===== src/rtl/exc_ctrl_pkg.sv =====
// Shared exception codes, CP0 register numbers and field packing helpers
// for the commit-point exception controller.
package exc_ctrl_pkg;

  localparam logic [4:0] EXC_INT  = 5'd0;
  localparam logic [4:0] EXC_ADEL = 5'd4;
  localparam logic [4:0] EXC_ADES = 5'd5;
  localparam logic [4:0] EXC_RI   = 5'd10;
  localparam logic [4:0] EXC_OV   = 5'd12;

  localparam logic [4:0] CP0_SR    = 5'd12;
  localparam logic [4:0] CP0_CAUSE = 5'd13;
  localparam logic [4:0] CP0_EPC   = 5'd14;
  localparam logic [4:0] CP0_PRID  = 5'd15;

  // The controller state is SR.EXL itself.
  typedef enum logic {
    ST_RUN     = 1'b0,
    ST_HANDLER = 1'b1
  } exl_state_t;

  function automatic logic [31:0] pack_sr(input logic [5:0] im, input logic exl,
                                          input logic ie);
    return {16'b0, im, 8'b0, exl, ie};
  endfunction

  function automatic logic [31:0] pack_cause(input logic bd, input logic [5:0] ip,
                                             input logic [4:0] code);
    return {bd, 15'b0, ip, 3'b0, code, 2'b0};
  endfunction

endpackage


===== src/rtl/exc_arb.sv =====
// Combinational arbiter: interrupt > exception > ERET > MTC0, deciding which
// commit-point event wins in the current cycle.
module exc_arb
  import exc_ctrl_pkg::*;
(
  input  logic       m_valid,
  input  logic       sr_ie,
  input  logic       sr_exl,
  input  logic [5:0] sr_im,
  input  logic [5:0] hwint,
  input  logic [4:0] m_exccode,
  input  logic       m_eret,
  input  logic       cp0_we,
  output logic       exc_flush,
  output logic       eret_flush,
  output logic       cp0_commit,
  output logic [4:0] exc_code
);

  logic int_req;
  logic exc_req;

  always_comb begin
    int_req    = m_valid & sr_ie & ~sr_exl & (|(hwint & sr_im));
    exc_req    = m_valid & ~sr_exl & (m_exccode != 5'd0);
    exc_flush  = int_req | exc_req;
    eret_flush = m_valid & m_eret & ~exc_flush;
    // A trapping instruction never commits, so its MTC0 is dropped.
    cp0_commit = cp0_we & ~exc_flush & ~eret_flush;
    exc_code   = int_req ? EXC_INT : m_exccode;
  end

endmodule


===== src/rtl/exc_ctrl.sv =====
// Commit-point exception/interrupt controller and CP0 register file
// (SR, Cause, EPC, PRId) with handler entry and ERET sequencing.
module exc_ctrl
  import exc_ctrl_pkg::*;
#(
  parameter logic [31:0] HANDLER_ADDR = 32'h0000_4180,
  parameter logic [31:0] PRID_VALUE   = 32'h0000_0000
) (
  input  logic        clk,
  input  logic        reset,
  input  logic [5:0]  hwint,
  input  logic        m_valid,
  input  logic [31:0] m_pc,
  input  logic        m_bd,
  input  logic [4:0]  m_exccode,
  input  logic        m_eret,
  input  logic        cp0_we,
  input  logic [4:0]  cp0_addr,
  input  logic [31:0] cp0_wdata,
  output logic [31:0] cp0_rdata,
  output logic        exc_flush,
  output logic        eret_flush,
  output logic [31:0] exc_target,
  output logic [31:0] epc,
  output logic        exl
);

  exl_state_t  state_q, state_d;
  logic        sr_ie_q, sr_ie_d;
  logic [5:0]  sr_im_q, sr_im_d;
  logic        cause_bd_q, cause_bd_d;
  logic [5:0]  cause_ip_q, cause_ip_d;
  logic [4:0]  cause_code_q, cause_code_d;
  logic [31:0] epc_q, epc_d;

  logic        cp0_commit;
  logic [4:0]  arb_code;

  exc_arb u_arb (
    .m_valid    (m_valid),
    .sr_ie      (sr_ie_q),
    .sr_exl     (state_q == ST_HANDLER),
    .sr_im      (sr_im_q),
    .hwint      (hwint),
    .m_exccode  (m_exccode),
    .m_eret     (m_eret),
    .cp0_we     (cp0_we),
    .exc_flush  (exc_flush),
    .eret_flush (eret_flush),
    .cp0_commit (cp0_commit),
    .exc_code   (arb_code)
  );

  always_comb begin
    state_d      = state_q;
    sr_ie_d      = sr_ie_q;
    sr_im_d      = sr_im_q;
    cause_bd_d   = cause_bd_q;
    cause_code_d = cause_code_q;
    epc_d        = epc_q;
    cause_ip_d   = hwint;
    if (exc_flush) begin
      state_d      = ST_HANDLER;
      epc_d        = m_bd ? (m_pc - 32'd4) : m_pc;
      cause_bd_d   = m_bd;
      cause_code_d = arb_code;
    end else if (eret_flush) begin
      state_d = ST_RUN;
    end else if (cp0_commit) begin
      case (cp0_addr)
        CP0_SR: begin
          sr_im_d = cp0_wdata[15:10];
          sr_ie_d = cp0_wdata[0];
          state_d = cp0_wdata[1] ? ST_HANDLER : ST_RUN;
        end
        CP0_EPC: epc_d = cp0_wdata;
        default: ;
      endcase
    end
  end

  always_ff @(posedge clk) begin
    if (reset) begin
      state_q      <= ST_RUN;
      sr_ie_q      <= 1'b0;
      sr_im_q      <= 6'd0;
      cause_bd_q   <= 1'b0;
      cause_ip_q   <= 6'd0;
      cause_code_q <= 5'd0;
      epc_q        <= 32'd0;
    end else begin
      state_q      <= state_d;
      sr_ie_q      <= sr_ie_d;
      sr_im_q      <= sr_im_d;
      cause_bd_q   <= cause_bd_d;
      cause_ip_q   <= cause_ip_d;
      cause_code_q <= cause_code_d;
      epc_q        <= epc_d;
    end
  end

  // MFC0 reads the registered values, so a same-cycle MTC0 is not visible.
  always_comb begin
    case (cp0_addr)
      CP0_SR:    cp0_rdata = pack_sr(sr_im_q, state_q == ST_HANDLER, sr_ie_q);
      CP0_CAUSE: cp0_rdata = pack_cause(cause_bd_q, cause_ip_q, cause_code_q);
      CP0_EPC:   cp0_rdata = epc_q;
      CP0_PRID:  cp0_rdata = PRID_VALUE;
      default:   cp0_rdata = 32'd0;
    endcase
  end

  assign exc_target = HANDLER_ADDR;
  assign epc        = epc_q;
  assign exl        = (state_q == ST_HANDLER);

endmodule


===== config.mk =====
export PLATFORM = sky130hd
export DESIGN_NAME = exc_ctrl
export DESIGN_NICKNAME = d
export VERILOG_FILES = /design/src/rtl/exc_ctrl_pkg.sv /design/src/rtl/exc_arb.sv /design/src/rtl/exc_ctrl.sv
export SDC_FILE = /design/constraint.sdc
export NUM_CORES = 1
export LEC_CHECK = 0
export ABC_CLOCK_PERIOD_IN_PS = 4200
export CAP_MARGIN = 30
export CORE_MARGIN = 1
export CORE_UTILIZATION = 43
export DETAILED_ROUTE_END_ITERATION = 10
export PLACE_DENSITY_LB_ADDON = 0.1
export SLEW_MARGIN = 5
export SYNTH_ARGS = -nofsm -noshare
export SYNTH_HDL_FRONTEND = slang
export SYNTH_SLANG_ARGS = --single-unit

===== constraint.sdc =====
create_clock -name clk -period 4.2 [get_ports clk]
set_input_delay 0.42 -clock clk [delete_from_list [all_inputs] [get_ports clk]]
set_output_delay 0.42 -clock clk [all_outputs]
set_load 0.05 [all_outputs]

==> metrics.md, run 1 <==
| Metric | Value |
|---|---|
| Outcome | `complete, no violations` |
| Share of layout cells above drive strength 1 | `0.07513` |
| Final Max Slew Viols | `0` |
| 1st-pass router iterations | `5` |
| Slowest CP cell | `clkdlybuf4s50_1` |
| Cells taking the most area after synthesis | `dfxtp_1 31%, buf_4 7.4%, mux2i_1 4.8%, nand2_1 4.7%, xnor2_1 4.7%` |
| NetSw | `~500 uW` |
| Net Sw Frac | `0.3573` |
| PwrDens | `between 200 and 300 mW/mm2` |
| Vias in the first global route | `between 3,000 and 4,000` |
| DRC Markers | `0` |
| Wire per inst | `between 15 and 20 um` |
| Syn Area/Cell | `between 8 and 9 um2` |
| CTS resizes | `0` |
| Worst-path maximum fanout | `48` |
| Final setup viols | `0` |
| CP Buf/Inv Count | `4` |
| Nets | `645` |
| Hold Crit Class | `flop to flop` |
| Vias per Instance | `~5.3` |
| Comb pwr share | `0.339` |
| Crit path top cell by count | `clkdlybuf4s50_1` |
| Yosys top cell area share | `0.3092` |
| CTS Buf Count | `5` |
| RSZ-0062 raised after global routing | `no` |
| WL final | `a little over 10 mm` |
| Initial DRC count | `239` |
| Lkg Pwr | `1.858 nW` |
| GP Congestion | `a little over 0.8` |
| CTS max path bufs | `2` |
| Count leader, synth | `dfxtp_1` |
| Root buffer cell | `clkbuf_8` |
| Clock Latency Late Sink | `~0.32 ns` |
| Die height | `about 90 um` |
| Max Fclk | `approximately 300 MHz` |
| Clock power frac | `0.266` |
| Synth Cell Area | `~0.0034 mm2` |
| Max Cap Violations | `0` |
| Req. time, crit path | `approximately 3.8 ns` |
| Setup TNS | `0 ns` |
| Worst-Margin Slew | `between 0.9 and 1 ns` |
| Inserted Diodes | `0` |
| Pin count of the biggest net entering global routing | `49` |
| Clk pin slew, worst setup/hold paths | `roughly 0.090 ns` |
| CP arrival | `about 2.9 ns` |
| Reg power frac | `0.395` |
| Setup Buffers After CTS | `0` |
| Top FF cell, synth | `dfxtp_1` |
| Area grow syn2layout | `47.16%` |
| Layout filler cell count | `641` |
| CORE AREA | `about 0.0074 mm2` |
| Port bufs | `152` |
| Slowest stage delay, CP | `0.83 ns` |
| Final hold violation count | `0` |
| DP HPWL | `approximately 7.7 mm` |
| Post-synth top cells | `52 x dfxtp_1, 42 x nand2_1, 35 x nor2_1` |
| Die width | `between 90 and 100 um` |
| Die area | `0.008188 mm2` |
| CP endpoint kind | `output port` |
| Initial Util | `0.4545` |
| Yosys Warn Count | `0` |
| CP startpoint kind | `primary input` |
| Worst slew margin | `0.3903` |
| CTS tree | `built` |
| Cell count after synthesis | `420` |
| Final worst path period share | `0.7960` |
| Number of antenna violations at the first check in global routing | `0` |
| Register area | `around 0.0010 mm2` |
| CTS H-tree lvls | `2` |
| Synth area leader | `dfxtp_1` |
| Cell breakdown of the critical path | `clkdlybuf4s50_1 -> buf_4 -> inv_1 -> and3_2 -> and2_1 -> clkdlybuf4s50_1` |
| Boundary pin count | `about 190` |
| Total grt overflow | `0` |
| Cell variety after synth | `between 40 and 50` |
| Multi-input logic area | `between 0.002 and 0.0025 mm2` |
| Int Pwr | `around 900 uW` |
| Post-synth EDFFs | `0` |
| ANT nets after route | `0` |
| # hold bufs at CTS | `0` |
| Skew final | `between 0.01 and 0.015 ns` |
| Yosys reg bits | `52` |
| Maximum VDD drop | `a little over 200 uV` |
| Sequential element share of the synthesized area | `0.3092` |
| Clock sinks | `52` |
| First-pass GRT wire length | `16.64 mm` |
| Minimum clock period after layout | `between 3 and 4 ns` |
| Num rows | `31` |
| Top delay family on crit path | `buffers and inverters` |
| Critical path class | `primary input to output port` |
| Ys async rst share | `0` |
| Total GRT Usage | `0.2508` |
| Vias | `approximately 3,500` |
| Layout Utilization | `0.6688` |
-- cells in the final DEF (no fill, tap or decap), types with 2 or more instances in the layout --
master,n
a211oi_1,3
a21boi_0,4
a21oi_1,19
a22o_1,12
a22oi_1,2
a311oi_1,16
a31o_2,10
and2_1,19
and3b_1,2
buf_4,7
clkbuf_8,6
clkdlybuf4s50_1,149
conb_1,32
dfxtp_1,52
inv_1,3
mux2_2,5
mux2i_1,16
nand2_1,42
nand2b_1,2
nand3_1,26
nand4_1,6
nor2_1,35
nor2b_1,7
nor3_1,12
nor4_1,11
o21ai_0,7
or3_1,4
or4_1,3
xnor2_1,18
xor2_1,7
-- power by group through the flow --
| stage | logic (mW) | clock network, mW | registers, mW |
|---|---|---|---|
| final | 0.476 | 0.375 | 0.555 |
| after global placement | 0.469 | 0 | 0.565 |
| after detailed placement | 0.474 | 0 | 0.567 |
| after CTS | 0.476 | 0.378 | 0.555 |
| after floorplan | 0.214 | 0 | 0.658 |
| after global routing | 0.502 | 0.397 | 0.560 |
-- area by class of cell --
class,count,share of cell area
Clock buffer,6,0.01667
Clock inverter,2,0.007828
Inverter,4,0.003030
Multi-Input combinational cell,337,0.4207
Sequential cell,52,0.2101
Tap cell,99,0.02500
Timing Repair Buffer,158,0.3167
-- worst register-to-register path, cell delays in order (launching register included) --
cell	delay, ns
dfxtp_1	0.33
a22o_1	0.23
o311ai_0	0.62
and2_1	0.39
buf_4	0.43
nor3_1	0.14
a311oi_1	0.26
-- kinds of logic after synthesis --
family,count (synthesis),share of synthesized area
buffers and inverters,61,0.1067
multiplexers,21,0.06429
adder cells (fa/ha/maj),1,0.003715
flip-flops,52,0.3092
XOR/XNOR,25,0.06503
other,2,0.002230
AO/OA/AOI/OAI,79,0.1728
AND/OR/NAND/NOR,179,0.2761
-- worst paths after layout --
path / startpoint / endpoint / depth (start not counted) / slack [ns]
max reg2reg: sr_im_q[2]$_SDFFE_PP0P_ / epc[16]$_SDFFE_PP0P_ / 6 / 1.69
max: cp0_addr[0] / cp0_rdata[7] / 6 / 0.86
min: cause_code_q[2]$_SDFFE_PP0N_ / cause_code_q[2]$_SDFFE_PP0N_ / 2 / 0.47
min reg2reg: cause_code_q[2]$_SDFFE_PP0N_ / cause_code_q[2]$_SDFFE_PP0N_ / 2 / 0.47
-- state kept, by name, summed over array words and instances, names as in the netlist --
name / flops
exl: 1
cause_bd_q: 1
sr_ie_q: 1
epc: 32
cause_ip_q: 6
sr_im_q: 6
cause_code_q: 5
-- stage by stage --
stage | instance area [um2] | std cells | worst slack (ns) | power (mW) | hold slack (ns)
finish | 4955 | 658 | 0.8568 | 1.406 | 0.4707
CTS | 4955 | 658 | 0.8351 | 1.409 | 0.4757
floorplan | 3480 | 450 | 1.622 | 0.8728 | 0.4360
detailed placement | 4833 | 650 | 0.8422 | 1.041 | 0.4618
global route | 4955 | 658 | 0.7162 | 1.459 | 0.4970
global placement | 4833 | 650 | 0.8671 | 1.035 | 0.4563
-- layer usage --
metal / share of wire / global-route usage
met5: 0 / 0
met4: 0.014 / 0.08065
met3: 0.054 / 0.03367
met2: 0.47 / 0.4091
met1: 0.46 / 0.3402
Power figures use the tool's default switching activity.
==> run 2, diff against run 1 <==
ABC_CLOCK_PERIOD_IN_PS = 2900   (was 4200)
CORE_UTILIZATION = 36   (was 43)
clock period = 2.9 ns   (was 4.2 ns; I/O delays follow)
==> run 2 against run 1 <==
  * Clock power is 54% higher
  * Worst setup slack worse by 0.55 ns
  * Register-to-register slack worse by 0.93 ns
  * Hold slack worse by 0.00073 ns
  * Die area is 19% higher
  * Sequential cell count stayed put
  * Critical endpoint is now exc_flush
  * Largest cell class unchanged
==> metrics.md, run 2 (synthesis gave the netlist of run 1 again) <==
| Metric | Value |
|---|---|
| R2R Path Start | `sr_im_q[2]$_SDFFE_PP0P_ (unchanged)` |
| DRC Markers | `0 (unchanged)` |
| CTS tree | `built (unchanged)` |
| Maximum VDD drop | `201.4 uV (was 202.3 uV)` |
| Power, Total | `2.097 mW (was 1.406 mW)` |
| DP Cell Count | `667 (was 650)` |
| WL final | `11.13 mm (was 10.33 mm)` |
| Final Max Slew Viols | `0 (unchanged)` |
| Clock sinks | `52 (unchanged)` |
| ANT nets after route | `0 (unchanged)` |
| Total grt overflow | `0 (unchanged)` |
| Initial DRC count | `214 (was 239)` |
| CTS max path bufs | `2 (unchanged)` |
| Pin count of the biggest net entering global routing | `49 (unchanged)` |
| Nets | `653 (was 645)` |
| Layout filler cell count | `776 (was 641)` |
| Final setup margin | `0.3054 ns (was 0.8568 ns)` |
| Port bufs | `152 (unchanged)` |
| Share of layout cells above drive strength 1 | `0.1431 (was 0.07513)` |
| Dpl ws | `0.2548 ns (was 0.8422 ns)` |
| Max Cap Violations | `0 (unchanged)` |
| RSZ-0062 raised after global routing | `no (unchanged)` |
| Final setup viols | `0 (unchanged)` |
| Hold Crit Class | `flop to flop (unchanged)` |
| Minimum clock period after layout | `about 2.6 ns` |
| DP HPWL | `8.546 mm (was 7.667 mm)` |
| Vias | `3,564 (was 3,510)` |
| Hold Worst Slack | `0.4700 ns (was 0.4707 ns)` |
| Number of antenna violations at the first check in global routing | `0 (unchanged)` |
| Worst-path maximum fanout | `25 (was 48)` |
| Die width | `98.71 um (was 90.49 um)` |
| Hold Startpoint | `cause_bd_q$_SDFFE_PP0N_ (was cause_code_q[2]$_SDFFE_PP0N_)` |
| Setup Buffers After CTS | `0 (unchanged)` |
| Boundary pin count | `185 (unchanged)` |
| First-pass GRT wire length | `17.32 mm (was 16.64 mm)` |
| Lkg Pwr | `2.054 nW (was 1.858 nW)` |
| CORE AREA | `0.008891 mm2 (was 0.007408 mm2)` |
| Final hold violation count | `0 (unchanged)` |
| CTS Buf Count | `5 (unchanged)` |
| Num rows | `34 (was 31)` |
| DP Area | `0.005238 mm2 (was 0.004833 mm2)` |
| Layout Utilization | `0.6036 (was 0.6688)` |
| Worst r2r dst | `epc[13]$_SDFFE_PP0P_ (was epc[16]$_SDFFE_PP0P_)` |
| Req. time, crit path | `2.61 ns (was 3.78 ns)` |
| Die height | `98.71 um (was 90.49 um)` |
| Commonest non-fill, non-tap cells in the layout | `117 x clkdlybuf4s50_1, 52 x dfxtp_1, 42 x nand2_1, 35 x nor2_1, 34 x buf_12 (was 149 x clkdlybuf4s50_1, 52 x dfxtp_1, 42 x nand2_1, 35 x nor2_1, 32 x conb_1)` |
| Commonest non-fill, non-tap cell in the layout | `clkdlybuf4s50_1 (unchanged)` |
| Initial Util | `0.3787 (was 0.4545)` |
| Clk pin slew, worst setup/hold paths | `0.09 ns (about the same)` |
| 1st-pass router iterations | `4 (was 5)` |
| CTS resizes | `0 (unchanged)` |
| Worst slew margin | `0.3916 (was 0.3903)` |
| Die area | `0.009744 mm2 (was 0.008188 mm2)` |
| # hold bufs at CTS | `0 (unchanged)` |
| Post-route cell area | `0.005366 mm2 (was 0.004955 mm2)` |
| Hold path depth | `2 (unchanged)` |
| PwrDens | `390.7 mW/mm2 (was 283.7 mW/mm2)` |
| Setup TNS | `0 ns (unchanged)` |
| Finished Layout Cells | `674 (was 658)` |
| Skew final | `0.003392 ns (was 0.01423 ns)` |
| Worst-Margin Slew | `0.9126 ns (was 0.9145 ns)` |
| Root buffer cell | `clkbuf_8 (unchanged)` |
| Max Fclk | `385.4 MHz` |
| Max FFs per register | `32 (unchanged)` |
| CTS H-tree lvls | `2 (unchanged)` |
| Wire per inst | `16.51 um (was 15.69 um)` |
| Area grow syn2layout | `59.38% (was 47.16%)` |
| Inserted Diodes | `0 (unchanged)` |
| Multi-input logic area | `0.002085 mm2 (unchanged)` |
| WHS Endpoint | `cause_bd_q$_SDFFE_PP0N_ (was cause_code_q[2]$_SDFFE_PP0N_)` |
| CP endpoint kind | `output port (unchanged)` |
| GP Congestion | `0.8828 (was 0.8261)` |
| Total GRT Usage | `0.2207 (was 0.2508)` |
| Vias per Instance | `5.288 (was 5.334)` |
| CP arrival | `2.30 ns (was 2.92 ns)` |
| CP startpoint kind | `primary input (unchanged)` |
| Clock Latency Late Sink | `0.30 ns (was 0.32 ns)` |
| Register area | `0.001041 mm2 (unchanged)` |
| Outcome | `complete, no violations (unchanged)` |
| Vias in the first global route | `3,336 (was 3,248)` |
| Worst reg2reg path depth | `7 (was 6)` |
| FF-to-FF setup slack | `0.76 ns (was 1.69 ns)` |
| Critical path class | `primary input to output port (unchanged)` |
| Final worst path period share | `0.8947` |
run 2: how the worst max path moves through the flow:
stage	slack [ns]	endpoint	startpoint	cells past startpoint
detailed placement	0.25	epc[31]$_SDFFE_PP0P_	m_pc[2]	6
CTS	0.32	exc_flush	hwint[2]	7
floorplan	0.45	exc_flush	exl$_SDFFE_PP0P_	6
finish	0.31	exc_flush	hwint[2]	7
global placement	0.28	exc_flush	hwint[2]	7
global route	0.13	exc_flush	hwint[2]	7
run 2: final cells by class:
class                      instances  share of cell area
timing repair buffer             166              0.3656
tap                              108             0.02518
inverter                           4            0.002798
clock inverter                     2             0.01119
clock buffer                       5             0.01282
multi-input combinational        337              0.3884
sequential                        52              0.1940
run 2: worst max-delay path: stages:
cell	delay, ns
clkdlybuf4s50_1	0.41
a22o_1	0.27
o311ai_0	0.33
buf_4	0.18
and2_1	0.30
inv_2	0.27
buf_12	0.23
run 2: power by group:
part / leakage [nW] / internal, mW / total [mW] / switching [mW]
clock: 0.0642 / 0.340 / 0.578 / 0.238
sequential: 0.429 / 0.766 / 0.806 / 0.0401
combinational: 1.56 / 0.276 / 0.713 / 0.437
total: 2.05 / 1.38 / 2.10 / 0.715
run 2: per-layer routing:
layer	share of wire	vias to the layer above	GRT usage
met1	0.45	1668	0.2965
li1	-	1735	-
met4	0.0072	0	0.04363
met2	0.48	147	0.3857
met3	0.055	14	0.02128
met5	0	-	0
==> run 3, diff against run 2 <==
--- a/config.mk
+++ b/config.mk
@@ -11,2 +11,3 @@
 export CORE_UTILIZATION = 36
+export CTS_BUF_LIST = sky130_fd_sc_hd__clkbuf_8
 export DETAILED_ROUTE_END_ITERATION = 10
==> constraint.sdc (replaced) <==
create_clock -name clk -period 2.9 [get_ports clk]
set_input_delay 0.58 -clock clk [delete_from_list [all_inputs] [get_ports clk]]
set_output_delay 0.58 -clock clk [all_outputs]
set_load 0.05 [all_outputs]
==> run 3 against run 2 <==
  * Non-clock buffer count up 14
  * Sequential power about the same
  * Cell area up 1.7%
  * Hold slack worse by 0.011 ns
  * Count of clock-buffer cells in the layout up 1
  * Total power down 7.2%
  * Largest cell class unchanged
==> metrics.md, run 3 (synthesis gave the netlist of run 1 again) <==
| Metric | Value |
|---|---|
| Clock Latency Late Sink | `0.30 ns (about the same)` |
| R2R Path Start | `sr_im_q[2]$_SDFFE_PP0P_ (unchanged)` |
| Int Pwr | `1.239 mW (was 1.382 mW)` |
| Vias | `3,569 (was 3,564)` |
| Num rows | `34 (unchanged)` |
| CTS max path bufs | `2 (unchanged)` |
| Vias in the first global route | `3,504 (was 3,336)` |
| Initial Util | `0.3787 (unchanged)` |
| WL final | `11.17 mm (was 11.13 mm)` |
| Die width | `98.71 um (unchanged)` |
| Worst-path maximum fanout | `2 (was 25)` |
| NetSw | `707.5 uW (was 715.0 uW)` |
| Minimum clock period after layout | `2.825 ns (was 2.595 ns)` |
| Setup TNS | `0 ns (unchanged)` |
| Worst r2r dst | `epc[8]$_SDFFE_PP0P_ (was epc[13]$_SDFFE_PP0P_)` |
| RSZ-0062 raised after global routing | `no (unchanged)` |
| Commonest non-fill, non-tap cell in the layout | `clkdlybuf4s50_1 (unchanged)` |
| Power, Total | `1.947 mW (was 2.097 mW)` |
| WHS Endpoint | `cause_bd_q$_SDFFE_PP0N_ (unchanged)` |
| Outcome | `complete, no violations (unchanged)` |
| Hold Crit Class | `flop to flop (unchanged)` |
| Total grt overflow | `0 (unchanged)` |
| Area grow syn2layout | `62.10% (was 59.38%)` |
| FF-to-FF setup slack | `0.88 ns (was 0.76 ns)` |
| Maximum VDD drop | `212.3 uV (was 201.4 uV)` |
| Die area | `0.009744 mm2 (unchanged)` |
| CP endpoint kind | `output port (unchanged)` |
| First-pass GRT wire length | `17.85 mm (was 17.32 mm)` |
| 1st-pass router iterations | `5 (was 4)` |
| CTS tree | `built (unchanged)` |
| Final setup viols | `0 (unchanged)` |
| Reg power frac | `0.413 (was 0.384)` |
| DRC Markers | `0 (unchanged)` |
| ANT nets after route | `0 (unchanged)` |
| Req. time, crit path | `2.32 ns (was 2.61 ns)` |
| Worst reg2reg path depth | `8 (was 7)` |
| Final Max Slew Viols | `0 (unchanged)` |
| Inserted Diodes | `0 (unchanged)` |
| Max Cap Violations | `0 (unchanged)` |
| Pin count of the biggest net entering global routing | `35 (was 49)` |
| Skew final | `0.01273 ns (was 0.003392 ns)` |
| Wire per inst | `16.21 um (was 16.51 um)` |
| Total GRT Usage | `0.2289 (was 0.2207)` |
| Nets | `667 (was 653)` |
| Root buffer cell | `clkbuf_8 (unchanged)` |
| Hold Startpoint | `cause_bd_q$_SDFFE_PP0N_ (unchanged)` |
| Clk pin slew, worst setup/hold paths | `0.09 ns (about the same)` |
| Initial DRC count | `178 (was 214)` |
| Comb pwr share | `0.372 (was 0.340)` |
| Vias per Instance | `5.180 (was 5.288)` |
| CTS H-tree lvls | `2 (unchanged)` |
| Boundary pin count | `185 (unchanged)` |
| Lkg Pwr | `2.116 nW (was 2.054 nW)` |
| Setup Buffers After CTS | `0 (unchanged)` |
| Final hold violation count | `0 (unchanged)` |
| Clock sinks | `52 (unchanged)` |
| CTS Buf Count | `5 (unchanged)` |
| Critical path class | `primary input to output port (unchanged)` |
| DP HPWL | `8.629 mm (was 8.546 mm)` |
| Number of antenna violations at the first check in global routing | `0 (unchanged)` |
| Share of layout cells above drive strength 1 | `0.1652 (was 0.1431)` |
| Max FFs per register | `32 (unchanged)` |
| Max Fclk | `354.0 MHz (was 385.4 MHz)` |
| Net Sw Frac | `0.3634 (was 0.3410)` |
| Port bufs | `152 (unchanged)` |
| CP arrival | `2.24 ns (was 2.30 ns)` |
| GP Congestion | `0.8430 (was 0.8828)` |
| CORE AREA | `0.008891 mm2 (unchanged)` |
| Commonest non-fill, non-tap cells in the layout | `117 x clkdlybuf4s50_1, 52 x dfxtp_1, 42 x nand2_1, 35 x nor2_1, 35 x buf_12 (was 117 x clkdlybuf4s50_1, 52 x dfxtp_1, 42 x nand2_1, 35 x nor2_1, 34 x buf_12)` |
| Worst-Margin Slew | `0.6707 ns (was 0.9126 ns)` |
| CP startpoint kind | `primary input (unchanged)` |
| Die height | `98.71 um (unchanged)` |
| Worst slew margin | `0.5528 (was 0.3916)` |
| Clock power frac | `0.215 (was 0.276)` |
| PwrDens | `356.7 mW/mm2 (was 390.7 mW/mm2)` |
| Final worst path period share | `0.9740 (was 0.8947)` |
| Hold path depth | `2 (unchanged)` |
run 3: worst max-delay path by stage:
| stage | from | to | slack [ns] | depth (start not counted) |
|---|---|---|---|---|
| 2_1_floorplan | m_exccode[2] | eret_flush | 0.02 | 6 |
| 3_3_place_gp | hwint[2] | eret_flush | 0.03 | 7 |
| 3_5_place_dp | hwint[2] | eret_flush | 0.04 | 7 |
| 4_1_cts | hwint[2] | eret_flush | 0.01 | 7 |
| 5_1_grt | hwint[2] | eret_flush | 0.03 | 7 |
| 6_report | hwint[2] | eret_flush | 0.08 | 7 |
run 3: power by group through the flow:
stage          clock network (mW)  registers, mW  logic [mW]
6_report                    0.418          0.805       0.724
5_1_grt                     0.454          0.813       0.763
4_1_cts                     0.429          0.805       0.722
3_5_place_dp                    0          0.821       0.719
3_3_place_gp                    0          0.820       0.714
2_1_floorplan                   0          0.954       0.310
run 3: repair_timing:
| action | 4_1_cts | 5_1_grt |
|---|---|---|
| resized for setup | 0 | 3 |
| hold buffers | 0 | 0 |
| endpoints found under the setup margin | 0 | 3 |
| hold endpoints to repair | 0 | 0 |
run 3: layout make-up:
cell class                 instances  area, um2
tap                              108      135.1
sequential                        52       1041
clock buffer                       6      82.58
timing repair buffer             180       2079
inverter                           4      15.01
fill                             806       3433
multi-input combinational        337       2097
clock inverter                     2      7.507
run 3: stage by stage:
stage	instance area (um2)	util	setup WS, ns	cells	hold slack (ns)
after global routing	5458	0.6138	0.02536	689	0.4989
after CTS	5445	0.6124	0.01162	689	0.4609
after global placement	5355	0.6023	0.02785	681	0.4429
after floorplan	3480	-	0.01689	450	0.4360
after detailed placement	5355	0.6023	0.04327	681	0.4482
final	5458	0.6138	0.07534	689	0.4594
run 3: worst max-delay path: stages:
cell,delay [ns]
clkdlybuf4s50_1,0.43
a22o_1,0.28
o311ai_2,0.29
buf_4,0.17
and2_1,0.14
and3_1,0.21
buf_12,0.14
run 3: metal layers:
| layer | GRT usage | vias to the layer above | wire, um |
|---|---|---|---|
| met5 | 0 | - | 0 |
| met4 | 0.04363 | 0 | 93 |
| met3 | 0.02695 | 7 | 619 |
| met2 | 0.4003 | 129 | 5428 |
| met1 | 0.3053 | 1671 | 5031 |
| li1 | - | 1762 | - |
